===== src/rtl/ps2_key_decoder.sv =====
// ps2_key_decoder
//
// Turns the byte stream from a PS/2 receiver (scan-code set 2) into key events.
// The decoder handles the E0 extended prefix and the F0 break prefix. It emits one
// key_valid pulse for each complete make or break sequence. It also keeps a
// 7-segment glyph of the last released letter key for a display.
//
// Parameters
//   IDLE_TIMEOUT    clk cycles allowed between bytes of one sequence before it is dropped
//   CNT_W           width of the inter-byte timeout counter (must hold IDLE_TIMEOUT-1)
//   SEG_ACTIVE_LOW  1: seg_out inverted for a common-anode display; 0: active-high
//
// Ports
//   clk           system clock
//   rst           synchronous reset, active-high
//   byte_in       received scan-code byte, sampled only while byte_valid is high
//   byte_valid    1-cycle strobe from the PS/2 receiver
//   key_code      final (non-prefix) byte of the last event
//   key_release   last event was a break (F0 seen)
//   key_extended  last event carried the E0 prefix
//   key_valid     1-cycle pulse; key_* are valid on this cycle
//   seg_out       glyph, bit order {g,f,e,d,c,b,a}
//   unknown_key   displayed glyph is the dash (letter without a 7-segment font)

module ps2_key_decoder #(
  parameter int unsigned IDLE_TIMEOUT   = 1000000,
  parameter int unsigned CNT_W          = 20,
  parameter bit          SEG_ACTIVE_LOW = 1'b1
) (
  input  logic       clk,
  input  logic       rst,
  input  logic [7:0] byte_in,
  input  logic       byte_valid,
  output logic [7:0] key_code,
  output logic       key_release,
  output logic       key_extended,
  output logic       key_valid,
  output logic [6:0] seg_out,
  output logic       unknown_key
);

  localparam logic [7:0] CodeExt   = 8'hE0;
  localparam logic [7:0] CodeBreak = 8'hF0;

  localparam logic [CNT_W-1:0] TimeoutLast = CNT_W'(IDLE_TIMEOUT - 1);

  typedef enum logic [1:0] {
    StIdle,
    StGotE0,
    StGotF0,
    StGotE0F0
  } state_e;

  state_e           state_q;
  state_e           state_d;
  logic [CNT_W-1:0] cnt_q;
  // Glyph is held active-high internally and inverted at the port if required.
  logic [6:0]       seg_q;

  // Byte decode for the current state.
  logic emit;
  logic emit_rel;
  logic emit_ext;

  // Letter lookup: {hit, unknown, glyph}.
  logic       glyph_hit;
  logic       glyph_unknown;
  logic [6:0] glyph;

  // Power-on/self-test and host-protocol responses carry no key information.
  function automatic logic is_ignored(input logic [7:0] code);
    return (code == 8'hAA) || (code == 8'hFA) || (code == 8'hFE) || (code == 8'hEE);
  endfunction

  function automatic logic [8:0] letter_glyph(input logic [7:0] code);
    logic [8:0] r;
    r = 9'b0;
    unique case (code)
      8'h1C: r = {2'b10, 7'h77}; // A
      8'h32: r = {2'b10, 7'h7C}; // B
      8'h21: r = {2'b10, 7'h39}; // C
      8'h23: r = {2'b10, 7'h5E}; // D
      8'h24: r = {2'b10, 7'h79}; // E
      8'h2B: r = {2'b10, 7'h71}; // F
      8'h34: r = {2'b10, 7'h3D}; // G
      8'h33: r = {2'b10, 7'h76}; // H
      8'h43: r = {2'b10, 7'h30}; // I
      8'h3B: r = {2'b10, 7'h1E}; // J
      8'h4B: r = {2'b10, 7'h38}; // L
      8'h31: r = {2'b10, 7'h54}; // N
      8'h44: r = {2'b10, 7'h5C}; // O
      8'h4D: r = {2'b10, 7'h73}; // P
      8'h15: r = {2'b10, 7'h67}; // Q
      8'h2D: r = {2'b10, 7'h50}; // R
      8'h1B: r = {2'b10, 7'h6D}; // S
      8'h2C: r = {2'b10, 7'h78}; // T
      8'h3C: r = {2'b10, 7'h3E}; // U
      8'h35: r = {2'b10, 7'h6E}; // Y
      // Letters that cannot be drawn legibly on 7 segments show a dash.
      8'h42, 8'h3A, 8'h2A, 8'h1D, 8'h22, 8'h1A: r = {2'b11, 7'h40};
      default: r = 9'b0;
    endcase
    return r;
  endfunction

  assign {glyph_hit, glyph_unknown, glyph} = letter_glyph(byte_in);

  // Next state and event decode for an accepted byte.
  always_comb begin
    state_d  = state_q;
    emit     = 1'b0;
    emit_rel = 1'b0;
    emit_ext = 1'b0;
    unique case (state_q)
      StIdle: begin
        if (byte_in == CodeExt) begin
          state_d = StGotE0;
        end else if (byte_in == CodeBreak) begin
          state_d = StGotF0;
        end else if (!is_ignored(byte_in)) begin
          emit = 1'b1;
        end
      end
      StGotE0: begin
        if (byte_in == CodeBreak) begin
          state_d = StGotE0F0;
        end else if (byte_in != CodeExt) begin
          // A repeated E0 keeps waiting; anything else completes the make.
          state_d  = StIdle;
          emit     = 1'b1;
          emit_ext = 1'b1;
        end
      end
      StGotF0: begin
        state_d = StIdle;
        // A prefix directly after F0 is malformed and dropped silently.
        if (byte_in != CodeBreak && byte_in != CodeExt) begin
          emit     = 1'b1;
          emit_rel = 1'b1;
        end
      end
      StGotE0F0: begin
        state_d = StIdle;
        if (byte_in != CodeBreak && byte_in != CodeExt) begin
          emit     = 1'b1;
          emit_rel = 1'b1;
          emit_ext = 1'b1;
        end
      end
      default: state_d = StIdle;
    endcase
  end

  always_ff @(posedge clk) begin
    if (rst) begin
      state_q      <= StIdle;
      cnt_q        <= '0;
      key_code     <= 8'h00;
      key_release  <= 1'b0;
      key_extended <= 1'b0;
      key_valid    <= 1'b0;
      unknown_key  <= 1'b0;
      seg_q        <= 7'h00;
    end else begin
      key_valid <= 1'b0;
      if (byte_valid) begin
        // An arriving byte takes priority over a timeout expiring in the same cycle.
        cnt_q   <= '0;
        state_q <= state_d;
        if (emit) begin
          key_valid    <= 1'b1;
          key_code     <= byte_in;
          key_release  <= emit_rel;
          key_extended <= emit_ext;
          if (emit_rel && !emit_ext && glyph_hit) begin
            seg_q       <= glyph;
            unknown_key <= glyph_unknown;
          end
        end
      end else if (state_q == StIdle) begin
        cnt_q <= '0;
      end else if (cnt_q == TimeoutLast) begin
        // Stale partial sequence: abandon it without an event.
        state_q <= StIdle;
        cnt_q   <= '0;
      end else begin
        cnt_q <= cnt_q + 1'b1;
      end
    end
  end

  assign seg_out = SEG_ACTIVE_LOW ? ~seg_q : seg_q;

endmodule


===== config.mk =====
export PLATFORM = sky130hd
export DESIGN_NAME = ps2_key_decoder
export DESIGN_NICKNAME = d
export VERILOG_FILES = /design/src/rtl/ps2_key_decoder.sv
export SDC_FILE = /design/constraint.sdc
export NUM_CORES = 1
export LEC_CHECK = 0
export ABC_AREA = 1
export CAP_MARGIN = 20
export CORE_UTILIZATION = 55
export CTS_BUF_LIST = sky130_fd_sc_hd__clkbuf_2 sky130_fd_sc_hd__clkbuf_4 sky130_fd_sc_hd__clkbuf_8
export DETAILED_ROUTE_END_ITERATION = 6
export PLACE_DENSITY = 0.78
export RECOVER_POWER = 100
export SLEW_MARGIN = 30
export SYNTH_ARGS = -nofsm -noshare
export SYNTH_HDL_FRONTEND = slang
export SYNTH_SLANG_ARGS = --single-unit

===== constraint.sdc =====
create_clock -name clk -period 2.8 [get_ports clk]
set_input_delay 0.56 -clock clk [delete_from_list [all_inputs] [get_ports clk]]
set_output_delay 0.56 -clock clk [all_outputs]
set_load 0.005 [all_outputs]

==> metrics <==
status=finished, final reports clean; slack of the worst reg-to-reg path=680 ps; worst reg2reg endpoint=cnt_q[12]; Clock Path Buffers=2; hold wc startpoint=cnt_q[0]; count of distinct cell types in the synthesized netlist=41; critical path startpoint category=primary input; TritonCTS clock tree=done; area of the mapped netlist=about 2700 sq um; data arrival time of the critical path=2610 ps; Hold Path Stages=1; number of search-and-repair iterations in the first detailed-routing pass=5; htree depth=2; detailed-placement wirelength estimate=4.912 mm; global placer's final weighted congestion=roughly 0.92; gate count of the mapped netlist=410; number of maximum-capacitance violations=0; total of warnings raised by yosys=0; clock transition time at the flip-flop clock pins of the worst setup and hold paths=80 ps; remaining max-slew budget at the tightest pin=between 60% and 70%; Post-Synthesis Mean Instance Area=6.616 sq um; number of buffers created by CTS=5; Compound-Gate Fraction of Synth Area=12.73%; Routed Antenna Nets=0; fraction of the mapped netlist area in simple logic gates=45.20%; final hold violation count=0; Hold Path Class=flop to flop; FF+latch area=just over 800 sq um; largest net degree at the start of global routing=18; clock insertion delay at the later pin of the skew report=between 200 and 300 ps; Final TNS setup=0 ps; initial antenna violation count=0; critical setup path kind=primary input to flop; final worst path period share=86.74%; count of input and output buffers=29; detailed-route wire length per cell=12.56 um; final net count=460; Ant. Diodes=0; worst-path cell chain=dlygate4sd3_1, inv_1, nor2_4, nand2_1, nand2_1, nand2_1, nand2_1, nand2_1, nand2_1, inv_2, o21ai_0, a21oi_1; area share of fa/ha/maj cells after synthesis=0.4613%; fraction of layout instances using a drive strength above 1=between 10% and 20%; Sink Count=a little over 40; Worst EP required=2980 ps; vias in the first global route=2479; end of the worst hold path=cnt_q[0]; Top delay family on crit path=buffers and inverters; Worst Setup End Kind=flop; parity-gate share of the synthesized area counting xor and xnor cells=0.6458%; Worst Slack Setup Final=371.2 ps; starting density of the core=57.43%; CTS root buffer=sky130_fd_sc_hd__clkbuf_8; Iteration-0 DRC Markers=~210; Pwr Total=1.278 mW; buffers and inverters on the worst path=3; top fanout value on the critical path=17; post-synth net total=approximately 420; pin slew with the least headroom to its limit=between 400 and 500 ps; launch instance of the worst register-to-register path=cnt_q[0]; vias after detailed routing=2747; setup slack after placement=275.3 ps; critical-path cell with the highest stage delay=sky130_fd_sc_hd__dlygate4sd3_1; fin crit period=2429 ps; static power due to leakage=between 1 and 1.5 nW; die footprint=between 5000 and 6000 sq um; total global routing overflow=0; f_max=411.7 MHz; Total Routing Usage GR=between 20% and 30%; Multi-input gate area=roughly 1600 sq um; number of gates resized after cts=0; count of fill cells added during filler insertion=437; most common cell type on the critical path=sky130_fd_sc_hd__nand2_1; Fin Clk Skew=9.632 ps; total setup violations reported at the end of the flow=0; synthesized flop and latch total=41; number of buffers inserted by hold repair at cts=0; Remaining DRCs=0; main combinational cell family by area after synthesis=simple AND/OR/NAND/NOR gates; proportion of synthesized chip area in sequential cells=30.26%; cell depth of the worst flop-to-flop path=7; FP Rows=25; vias per cell=approximately 5.3; setup repair after global routing missed its margin=no; power density cells=402.1 nW/um^2; largest stage delay on the critical path=750 ps; final WL=6.483 mm; number of top-level pins=30; y dimension of the die=between 70 and 80 um; max-slew violations=0; IR Drop Worst-Case VDD=between 0.0002 and 0.00025 V; Core Footprint=4723 sq um; die width=72.23 um; wire length of the first global-routing pass=11.01 mm; buffers inserted during post-CTS setup optimization=0; relative area change from synthesis to final layout=17.16%; multiplexer area fraction after synthesis=0%
## cell type report
| type | count | share of cell area (%) |
|---|---|---|
| Multi-Input combinational cell | 313 | 50.16 |
| Sequential cell | 41 | 25.83 |
| Timing Repair Buffer | 44 | 12.95 |
| Inverter | 43 | 5.394 |
| Tap cell | 67 | 2.638 |
| Clock buffer | 6 | 2.598 |
| Clock inverter | 2 | 0.4331 |
## Yosys cell counts (all sizes together)
cell type    n  share of area [%]
o21a         1               0.28
a21oi       33                7.6
a211oi       1               0.46
nand3       40                8.6
ha           1               0.46
clkinv       2               0.28
inv         41                6.0
nand4       10                2.3
nor3b        3                1.0
buf         10                4.0
and3         1               0.23
nor4         1               0.23
o21ai       20                4.1
nand2      114                 17
nor3        11                2.4
dfxtp       41                 30
or2          2               0.46
o211ai       1               0.28
xor2         2               0.65
nor2        72                 13
clkbuf       3               0.42
## how the worst max path moves through the flow
stage | end | cells after the start | start | slack [ps]
2_1_floorplan | unknown_key | 12 | byte_in[3] | 1000
3_5_place_dp | seg_q[4] | 11 | byte_in[1] | 280
5_1_grt | key_code[4] | 12 | byte_in[5] | 230
3_3_place_gp | seg_q[5] | 10 | byte_in[3] | 300
6_report | key_code[4] | 12 | byte_in[5] | 370
4_1_cts | key_code[4] | 8 | byte_in[3] | 570
## per-stage QoR
stage	utilization, %	hold WS (ps)	cell area [sq um]	cells
finish	67.28	458.8	3178	516
global route	67.28	486.4	3178	516
CTS	67.52	466.4	3189	516
detailed placement	65.48	446.4	3093	508
global placement	65.48	427.5	3093	508
floorplan	-	417.6	2713	410
## sequential cells by signal, summed over array words and instances (netlist names)
signal	count
key_extended	1
seg_q	7
key_release	1
cnt_q	20
key_valid	1
unknown_key	1
key_code	8
state_q	2
## logic make-up (layout without fill, tap and decap cells)
family | after synthesis | in the layout
fa+ha+maj | 1 | 1
flops | 41 | 41
compound gates | 56 | 56
simple gates | 254 | 254
buf+inv | 56 | 95
xor+xnor | 2 | 2
## layout by cell type (no fill, tap or decap), types with 3 or more instances in the layout
cell,n
sky130_fd_sc_hd__nor2_4,5
sky130_fd_sc_hd__nand3_2,3
sky130_fd_sc_hd__a21oi_2,11
sky130_fd_sc_hd__buf_4,13
sky130_fd_sc_hd__a21oi_1,22
sky130_fd_sc_hd__clkdlybuf4s50_1,7
sky130_fd_sc_hd__clkbuf_8,6
sky130_fd_sc_hd__nand3_1,36
sky130_fd_sc_hd__dfxtp_1,41
sky130_fd_sc_hd__nor2_1,62
sky130_fd_sc_hd__inv_2,3
sky130_fd_sc_hd__nand2_2,5
sky130_fd_sc_hd__nor3_1,9
sky130_fd_sc_hd__o21ai_0,17
sky130_fd_sc_hd__nand4_1,10
sky130_fd_sc_hd__inv_1,35
sky130_fd_sc_hd__nor2_2,3
sky130_fd_sc_hd__nand2_4,3
sky130_fd_sc_hd__nand2_1,106
sky130_fd_sc_hd__dlygate4sd3_1,22
## metal layers
layer | up-vias | wire length [um] | GRT usage, %
li1 | 1403 | - | -
met1 | 1250 | 2893 | 34.34
met2 | 79 | 3139 | 45.38
met3 | 15 | 305 | 4.306
met4 | 0 | 145 | 9.368
met5 | - | 0 | 0
## power by group
part,switching (mW),internal (mW)
registers,0.0110,0.598
clock network,0.217,0.200
logic,0.155,0.0965
Power figures use the tool's default switching activity.
